==> config.mk <==
export PLATFORM = sky130hd
export DESIGN_NAME = softmax_normalize
export DESIGN_NICKNAME = d
export VERILOG_FILES = /design/src/rtl/softmax_normalize.sv
export SDC_FILE = /design/constraint.sdc
export NUM_CORES = 1
export LEC_CHECK = 0
export ABC_AREA = 1
export ABC_CLOCK_PERIOD_IN_PS = 4800
export CAP_MARGIN = 25
export CORE_MARGIN = 2
export CORE_UTILIZATION = 50
export DETAILED_ROUTE_END_ITERATION = 12
export PLACE_DENSITY = 0.84
export RECOVER_POWER = 50
export SYNTH_ARGS = -nofsm -noshare
export SYNTH_HDL_FRONTEND = slang
export SYNTH_SLANG_ARGS = --single-unit
==> constraint.sdc <==
create_clock -name clk -period 4.8 [get_ports clk]
set_clock_uncertainty 0.15 [all_clocks]
set_input_delay 0.96 -clock clk [delete_from_list [all_inputs] [get_ports clk]]
set_output_delay 0.96 -clock clk [all_outputs]
set_load 0.03 [all_outputs]
==> src/rtl/softmax_normalize.sv <==
// Softmax normaliser: latches an exp vector and its sum, computes 1/sum by restoring division,
// then streams exp[i]*recip out one element per cycle. Define SOFTMAX_NORM_ROUND_EN for round-half-up.
module softmax_normalize #(
  parameter int unsigned NUM_INPUTS = 4,
  parameter int unsigned DATA_WIDTH = 16,
  parameter int unsigned FRAC_BITS  = 8
) (
  input  logic                             clk,
  input  logic                             rst,
  input  logic                             in_valid,
  output logic                             in_ready,
  input  logic [NUM_INPUTS*DATA_WIDTH-1:0] in_vec,
  input  logic [DATA_WIDTH-1:0]            in_sum,
  output logic                             out_valid,
  input  logic                             out_ready,
  output logic [DATA_WIDTH-1:0]            out_data,
  output logic [$clog2(NUM_INPUTS)-1:0]    out_idx,
  output logic                             out_last
);
  localparam int unsigned IDX_W  = $clog2(NUM_INPUTS);
  localparam int unsigned CNT_W  = $clog2(FRAC_BITS + 1);
  localparam int unsigned RCP_W  = FRAC_BITS + 1;
  localparam int unsigned PROD_W = DATA_WIDTH + FRAC_BITS + 1;
  localparam logic [DATA_WIDTH-1:0] ONE      = DATA_WIDTH'(1) << FRAC_BITS;
  localparam logic [DATA_WIDTH:0]   REM_INIT = (DATA_WIDTH + 1)'(1) << (FRAC_BITS - 1);

  typedef enum logic [1:0] {S_IDLE, S_DIV, S_OUT} state_t;

  state_t                state_q, state_d;
  logic [DATA_WIDTH-1:0] vec_q [NUM_INPUTS];
  logic [DATA_WIDTH-1:0] sum_q;
  logic [DATA_WIDTH:0]   rem_q;
  logic [RCP_W-1:0]      recip_q;
  logic [CNT_W-1:0]      cnt_q;

  logic                  accept, xfer, div_done, rem_ge;
  logic [DATA_WIDTH:0]   rem_shift;
  logic [IDX_W-1:0]      load_idx;
  logic [DATA_WIDTH-1:0] load_elem, elem_res;
  logic [PROD_W-1:0]     prod;
`ifdef SOFTMAX_NORM_ROUND_EN
  logic [PROD_W-1:0]     prod_rnd, scaled;
`endif

  assign in_ready = (state_q == S_IDLE);

  always_comb begin
    accept    = in_valid && (state_q == S_IDLE);
    xfer      = out_valid && out_ready;
    div_done  = (state_q == S_DIV) && (cnt_q == CNT_W'(FRAC_BITS));
    // 2^(2F) has a single set bit: start with the bits above the quotient range (2^(F-1)),
    // so only F+1 shift/subtract steps remain and all shifted-in dividend bits are zero.
    rem_shift = {rem_q[DATA_WIDTH-1:0], 1'b0};
    rem_ge    = (rem_shift >= {1'b0, sum_q});
    load_idx  = out_valid ? (out_idx + IDX_W'(1)) : '0;
    load_elem = vec_q[load_idx];
    prod      = PROD_W'(load_elem) * PROD_W'(recip_q);
`ifdef SOFTMAX_NORM_ROUND_EN
    prod_rnd  = prod + (PROD_W'(1) << (FRAC_BITS - 1));
    scaled    = prod_rnd >> FRAC_BITS;
    elem_res  = (scaled > PROD_W'(load_elem)) ? load_elem : scaled[DATA_WIDTH-1:0];
`else
    elem_res  = prod[FRAC_BITS +: DATA_WIDTH];
`endif
  end

  always_ff @(posedge clk or posedge rst) begin
    if (rst) state_q <= S_IDLE;
    else     state_q <= state_d;
  end

  always_comb begin
    state_d = state_q;
    unique case (state_q)
      S_IDLE:  if (accept) state_d = S_DIV;
      S_DIV:   if (div_done) state_d = S_OUT;
      S_OUT:   if (xfer && out_last) state_d = S_IDLE;
      default: state_d = S_IDLE;
    endcase
  end

  always_ff @(posedge clk or posedge rst) begin
    if (rst) begin
      for (int unsigned i = 0; i < NUM_INPUTS; i++) vec_q[i] <= '0;
      sum_q     <= '0;
      rem_q     <= '0;
      recip_q   <= '0;
      cnt_q     <= '0;
      out_valid <= 1'b0;
      out_data  <= '0;
      out_idx   <= '0;
      out_last  <= 1'b0;
    end else begin
      if (accept) begin
        for (int unsigned i = 0; i < NUM_INPUTS; i++) vec_q[i] <= in_vec[i*DATA_WIDTH +: DATA_WIDTH];
        sum_q   <= (in_sum < ONE) ? ONE : in_sum;
        rem_q   <= REM_INIT;
        recip_q <= '0;
        cnt_q   <= '0;
      end
      if (state_q == S_DIV) begin
        rem_q   <= rem_ge ? (rem_shift - {1'b0, sum_q}) : rem_shift;
        recip_q <= {recip_q[RCP_W-2:0], rem_ge};
        cnt_q   <= cnt_q + CNT_W'(1);
      end
      // First OUT cycle loads element 0; afterwards each transfer loads the next one.
      if (state_q == S_OUT) begin
        if (!out_valid || (xfer && !out_last)) begin
          out_valid <= 1'b1;
          out_data  <= elem_res;
          out_idx   <= load_idx;
          out_last  <= (load_idx == IDX_W'(NUM_INPUTS - 1));
        end else if (xfer) begin
          out_valid <= 1'b0;
          out_data  <= '0;
          out_idx   <= '0;
          out_last  <= 1'b0;
        end
      end
    end
  end
endmodule

==> summary.md, run 1 <==
| Metric | Value |
|---|---|
| Status | complete, but fails checks |
| Failing checks | max-capacitance violations, max-slew violations, negative setup slack |
| Period utilization | 1.09 |
| Hold buffer count at CTS | 0 |
| Yosys reg bits | 131 |
| FMAX | between 0.15 and 0.2 GHz |
| Highest Signal Layer | met4 |
| Worst skew pair latency | between 0.4 and 0.5 ns |
| Relative slew slack | -0.370 |
| Initial Utilization | 0.510 |
| Ranking of synthesized cells by area | dfrtp_1 31%, fa_1 18%, nand2_1 14%, inv_1 8.0%, ha_1 6.6% |
| RSZ-0062 raised after global routing | yes |
| Fin worst setup slack | -0.433 ns |
| Cell variety after synth | 44 |
| Most frequent cells in the layout | 364 x nand2_1, 206 x inv_1, 128 x dfrtp_1 |
| DRT met1 WL | 13000 microns |
| Routed WL per cell | 17.0 microns |
| Final setup fails | 15 |
| Drt total wl | between 30000 and 40000 microns |
| Startpoint types | flop |
| Worst min path class | flop to flop |
| Fraction of layout cells with a size suffix above 1 | 0.197 |
| Post-Syn Area | between 10000 and 15000 sq um |
| Fin nets | 1833 |
| Ys async rst share | 1.00 |
| TritonCTS Buffers | 17 |
| Synth top area share | 0.306 |
| Post-synth EDFFs | 0 |
| Crit path max fanout | 7 |
| First DRT Iteration DRCs | 880 |
| Cells after synthesis | roughly 1400 |
| Max incr delay on CP | a little under 0.6 ns |
| Critical Setup Path Class | flop to flop |
| Full die area | 22600 sq um |
| Most used cell, CP | fa_1 |
| Req. time, crit path | roughly 5.0 ns |
| Diode count | 0 |
| Vias in the first global route | 10011 |
| Clock-pin slew on the worst setup and hold paths | roughly 0.070 ns |
| Row count | between 50 and 60 |
| Die Ht | around 150 microns |
| Maxcap violations | 4 |
| CP Capture Type | flop |
| Final Critical Period | approximately 5.2 ns |
| Avg Synthesized Cell Area | between 7 and 8 sq um |
| H-tree depth | 4 |
| CP max-delay cell | fa_1 |
| Critical Path AT | 5.40 ns |
| First-pass GRT wire length | between 40000 and 50000 microns |
| Die width | about 150 microns |
| Initial antenna violation count | 0 |
| Placer Congestion | approximately 1 |
| # port buffers | ~100 |
| Vias per std cell | ~5.4 |
| CP cell instances | buf_4 > nor2_4 > nor2_4 > clkbuf_16 > nand2_1 > nand2_4 > nor2_1 > fa_1 > fa_1 > fa_1 > inv_1 > fa_1 > inv_1 > ha_4 > nand2_4 > nor4_4 > nand2_1 > nand2_2 > nand2_1 > a21oi_1 > o21ai_1 |
| Most common cell after layout, fill and taps aside | nand2_1 |
| Final HPWL DP | about 22000 microns |
| Most used DFF post-synth | dfrtp_1 |
| Area Overhead vs Synth | 34.3% |
| Yosys warns | 0 |
| DR DRC count | 0 |
| Clk sinks | about 130 |
| Core Area | 21000 sq um |
| CTS tree | done |
| Routed vias | 10202 |
| Root Driver | clkbuf_16 |
| Actual slew at the worst max-slew pin | about 2.1 ns |
| Top Ports | between 100 and 150 |
| Largest net degree at the start of global routing | 121 |
| Number of routed nets with antenna violations | 0 |
| Final TNS setup | -4.15 ns |
| Total track usage | 0.277 |
| CTS max path bufs | 2 |
| Max-slew violations | 181 |
| Grt total ovfl | 0 |
| Register area share after synthesis | 0.306 |
| Endpoints failing hold | 0 |
| Syn nets | about 1600 |
| Cell taking the most area after synthesis | dfrtp_1 |
| Router iterations before antenna repair | 7 |
| Metal2 WL | about 15000 microns |
| Met3 wire length | 2400 microns |
cell type report:
cell class,count,area [sq um]
Fill cell,1507,6620
Clock inverter,14,155
Multi-Input combinational cell,984,7130
Clock buffer,18,439
Sequential cell,131,3280
Timing Repair Buffer,228,2160
Tap cell,275,344
Inverter,232,895
per-stage QoR:
| stage | hold WS (ns) | util | setup WS (ns) | cell area [sq um] | instances |
|---|---|---|---|---|---|
| detailed placement | 0.311 | 0.616 | -0.372 | 13000 | 1823 |
| global placement | 0.309 | 0.616 | -0.271 | 13000 | 1823 |
| CTS | 0.334 | 0.656 | -0.251 | 13800 | 1864 |
| floorplan | 0.290 | - | -0.0774 | 11000 | 1393 |
| finish | 0.330 | 0.685 | -0.433 | 14400 | 1882 |
| global route | 0.355 | 0.685 | -0.575 | 14400 | 1882 |
worst paths after layout:
| kind | startpoint | end | slack (ns) | cells past startpoint |
|---|---|---|---|---|
| min in group asynchronous | rst | out_data[7] | 1.27 | 2 |
| worst min-delay path | out_data[1] | out_data[1] | 0.33 | 2 |
| worst max-delay path | out_idx[0] | out_data[15] | -0.43 | 21 |
| worst max register to register | out_idx[0] | out_data[15] | -0.43 | 21 |
| max in group asynchronous | rst | out_idx[0] | 0.96 | 3 |
| worst min register to register | out_data[1] | out_data[1] | 0.33 | 2 |
per-layer routing:
layer,global-route usage,vias to the layer above
met1,0.373,4815
li1,-,4718
met4,0.112,0
met5,0,-
met2,0.452,558
met3,0.0424,111
cells by family (layout without fill, tap and decap cells):
kind of cell,Yosys count,in the layout,share of synthesized area
AND/OR/NAND/NOR,606,607,0.228
XOR/XNOR,17,17,0.0139
flip-flops,131,131,0.306
AO/OA/AOI/OAI,204,204,0.102
multiplexers,1,1,0.000933
buffers and inverters,279,492,0.100
adder cells (fa/ha/maj),155,155,0.249
worst max-delay path: cells and delay by family, from the launching register on:
kind | cells | cell delay [ns]
compound gates | 2 | 0.22
fa+ha+maj | 5 | 2.44
buf+inv | 4 | 0.49
flops | 1 | 0.44
simple gates | 10 | 1.40
synth_stat cells (2+ instances only):
cell      count
nand3b_1      2
nand4_1       6
nand3_1      49
nor2_4        2
nand2_1     407
clkbuf_1     32
o22ai_1      13
nand2_4       2
buf_6         2
fa_1         98
nand2_2       7
xor2_1        8
o21ai_2       2
o21bai_1      2
o21ai_1       8
a21oi_1      53
o21ai_0     109
nor4_1        5
dfrtp_1     131
o21a_1        3
nor2_1      119
inv_1       230
a31oi_1       2
ha_1         57
nor3_1        3
a21boi_0      3
buf_1         4
buf_2         8
xnor2_1       9
a21o_1        3
repair_timing:
item                       4_1_cts  5_1_grt
buffers inserted                 7       13
setup endpoints to repair       14       16
resized for setup               47      120
cloned                           2        5
pin swaps                       28       40
state kept, by name, indices dropped and copies added, names as in the netlist:
| register | flops |
|---|---|
| out_last | 1 |
| out_idx | 2 |
| rem_q | 16 |
| out_data | 16 |
| recip_q | 9 |
| cnt_q | 4 |
| vec_q | 64 |
| out_valid | 1 |
| state_q | 2 |
| sum_q | 16 |
Power of run 1 is not shown: default switching activity piles up to over one toggle a cycle in this logic, so the estimate is an artifact.
==> run 2: changes to the inputs <==
--- a/config.mk
+++ b/config.mk
@@ -11,7 +11,8 @@
 export CORE_MARGIN = 2
 export CORE_UTILIZATION = 50
 export DETAILED_ROUTE_END_ITERATION = 12
-export PLACE_DENSITY = 0.84
+export DONT_BUFFER_PORTS = 1
+export PLACE_DENSITY = 0.78
 export RECOVER_POWER = 50
 export SYNTH_ARGS = -nofsm -noshare
 export SYNTH_HDL_FRONTEND = slang
==> summary.md, run 2 (synthesized netlist as in run 1, its figures left out) <==
| Metric | Value |
|---|---|
| Sequential standard cell area | approximately 3300 sq um |
| Clk sinks | about 130 |
| Crit path max fanout | 7 |
| Initial antenna violation count | 0 |
| Top Ports | roughly 110 |
| Largest register by flop count | vec_q |
| Max incr delay on CP | around 0.57 ns |
| Critical Setup Path Class | flop to flop |
| Fin nets | roughly 1800 |
| Startpoint types | flop |
| DR DRC count | 0 |
| Hold buffer count at CTS | 0 |
| Endpoints failing hold | 0 |
| Grt total ovfl | 0 |
| Die width | ~150 microns |
| Vias per std cell | roughly 5.5 |
| Number of fill cells | 1559 |
| CP startpoint | out_idx[0] |
| Most used cell, CP | nand2_1 |
| Routed WL per cell | between 15 and 20 microns |
| Vias in the first global route | between 9000 and 10000 |
| Worst skew pair latency | ~0.43 ns |
| Worst Hold Margin | about 0.33 ns |
| Full die area | approximately 23000 sq um |
| TritonCTS Buffers | 17 |
| RR Startpoint | out_idx[0] |
| Setup WS pre-CTS | -0.324 ns |
| Worst min path class | flop to flop |
| Total track usage | 0.278 |
| FMAX | approximately 0.19 GHz |
| Most common cell after layout, fill and taps aside | nand2_1 |
| Fin worst setup slack | -0.408 ns |
| Number of routed nets with antenna violations | 0 |
| H-tree depth | 4 |
| Final HPWL DP | 21000 microns |
| Status | complete, but fails checks |
| RSZ-0062 raised after global routing | yes |
| CP Capture Type | flop |
| Max-slew violations | 73 |
| Die Ht | 150 microns |
| Flop2flop setup slack | -0.41 ns |
| Actual slew at the worst max-slew pin | between 2 and 2.5 ns |
| Drt total wl | around 31000 microns |
| Clock-pin slew on the worst setup and hold paths | 0.07 ns |
| Router iterations before antenna repair | 8 |
| Root Driver | clkbuf_16 |
| Relative slew slack | -0.410 |
| Placer Congestion | ~0.92 |
| Failing checks | max-capacitance violations, max-slew violations, negative setup slack |
| CTS max path bufs | 2 |
| Row count | between 50 and 60 |
| First-pass GRT wire length | 48800 microns |
| Routed vias | 10031 |
| Maxcap violations | 2 |
| Cells on worst reg2reg path | 25 |
| Most frequent cells in the layout | 343 x nand2_1, 194 x inv_1, 128 x dfrtp_1 |
| Fraction of layout cells with a size suffix above 1 | 0.267 |
| Req. time, crit path | 4.96 ns |
| Initial Utilization | 0.510 |
| Critical Path AT | between 5 and 6 ns |
| # port buffers | 0 |
| Area of the multi-input gates | between 7000 and 8000 sq um |
| Final design utilization | 0.661 |
| Core Area | approximately 21000 sq um |
| Area Overhead vs Synth | 29.6% |
| CP max-delay cell | fa_1 |
| First DRT Iteration DRCs | 722 |
| Final setup fails | 15 |
| Final Critical Period | roughly 5.2 ns |
| Largest net degree at the start of global routing | roughly 120 |
| Diode count | 0 |
| Period utilization | 1.09 |
| Max reg flops | 64 |
| CTS tree | done |
| CP endpoint | out_data[9] |
| R2R Path End | out_data[9] |
## run 2: cell types whose count changed in the layout (fill, tap and decap cells not counted), sizes merged
cell and change:
dlygate4sd3 -2, bufinv +2, buf +36, inv -1, clkbuf -3, clkinvlp +2, clkinv -3, clkdlybuf4s50 -102
## run 2: worst min path at each step
stage	from	to	slack, ns	depth (start not counted)
after global placement	vec_q[12]	vec_q[12]	0.31	2
after floorplan	vec_q[1]	vec_q[1]	0.29	2
after detailed placement	vec_q[46]	vec_q[46]	0.31	2
after CTS	vec_q[46]	vec_q[46]	0.33	2
final	vec_q[1]	vec_q[1]	0.33	2
after global routing	vec_q[31]	vec_q[31]	0.34	2
## run 2: layer usage
| metal | global-route usage | part of all wire | up-vias |
|---|---|---|---|
| li1 | - | - | 4586 |
| met1 | 0.371 | 0.41 | 4841 |
| met2 | 0.448 | 0.47 | 513 |
| met3 | 0.0436 | 0.080 | 91 |
| met4 | 0.125 | 0.039 | 0 |
| met5 | 0 | 0 | - |
## run 2: critical path: cells and delay by family (launching register included)
kind                     cells  cell delay (ns)
flip-flops                   1             0.43
AND/OR/NAND/NOR             11             0.95
AO/OA/AOI/OAI                3             0.48
adder cells (fa/ha/maj)      5             2.51
buffers and inverters        6             0.57
## run 2: through the flow
step                      cells  area [sq um]  setup TNS [ns]
after global placement     1731         12000           -2.12
after floorplan            1393         11000          -0.203
final                      1811         13900           -4.21
after global routing       1811         13900           -6.79
after CTS                  1797         13500           -1.20
after detailed placement   1731         12000           -3.34
## run 2: what timing repair did
| action | in CTS | in global routing |
|---|---|---|
| endpoints found under the setup margin | 13 | 16 |
| cloned | 5 | 0 |
| buffers inserted | 29 | 16 |
| resized for setup | 180 | 103 |
| pin swaps | 94 | 102 |
## run 2: area by class of cell
class                   count  area share
clock buffers              18      0.0316
clock inverters            14      0.0122
inverters                 232      0.0640
multi-input cells         984       0.531
flip-flops and latches    131       0.236
well taps                 275      0.0248
repair buffers            157       0.100
Power of run 2 is left out for the same reason.
==> run 3: changes to the inputs <==
--- a/config.mk
+++ b/config.mk
@@ -14,6 +14,7 @@
 export DONT_BUFFER_PORTS = 1
 export PLACE_DENSITY = 0.78
 export RECOVER_POWER = 50
+export SLEW_MARGIN = 20
 export SYNTH_ARGS = -nofsm -noshare
 export SYNTH_HDL_FRONTEND = slang
 export SYNTH_SLANG_ARGS = --single-unit
==> results of run 3 <==
No change in the layout: final DEF, timing and power equal those of run 2.
Power of run 3 is left out for the same reason.
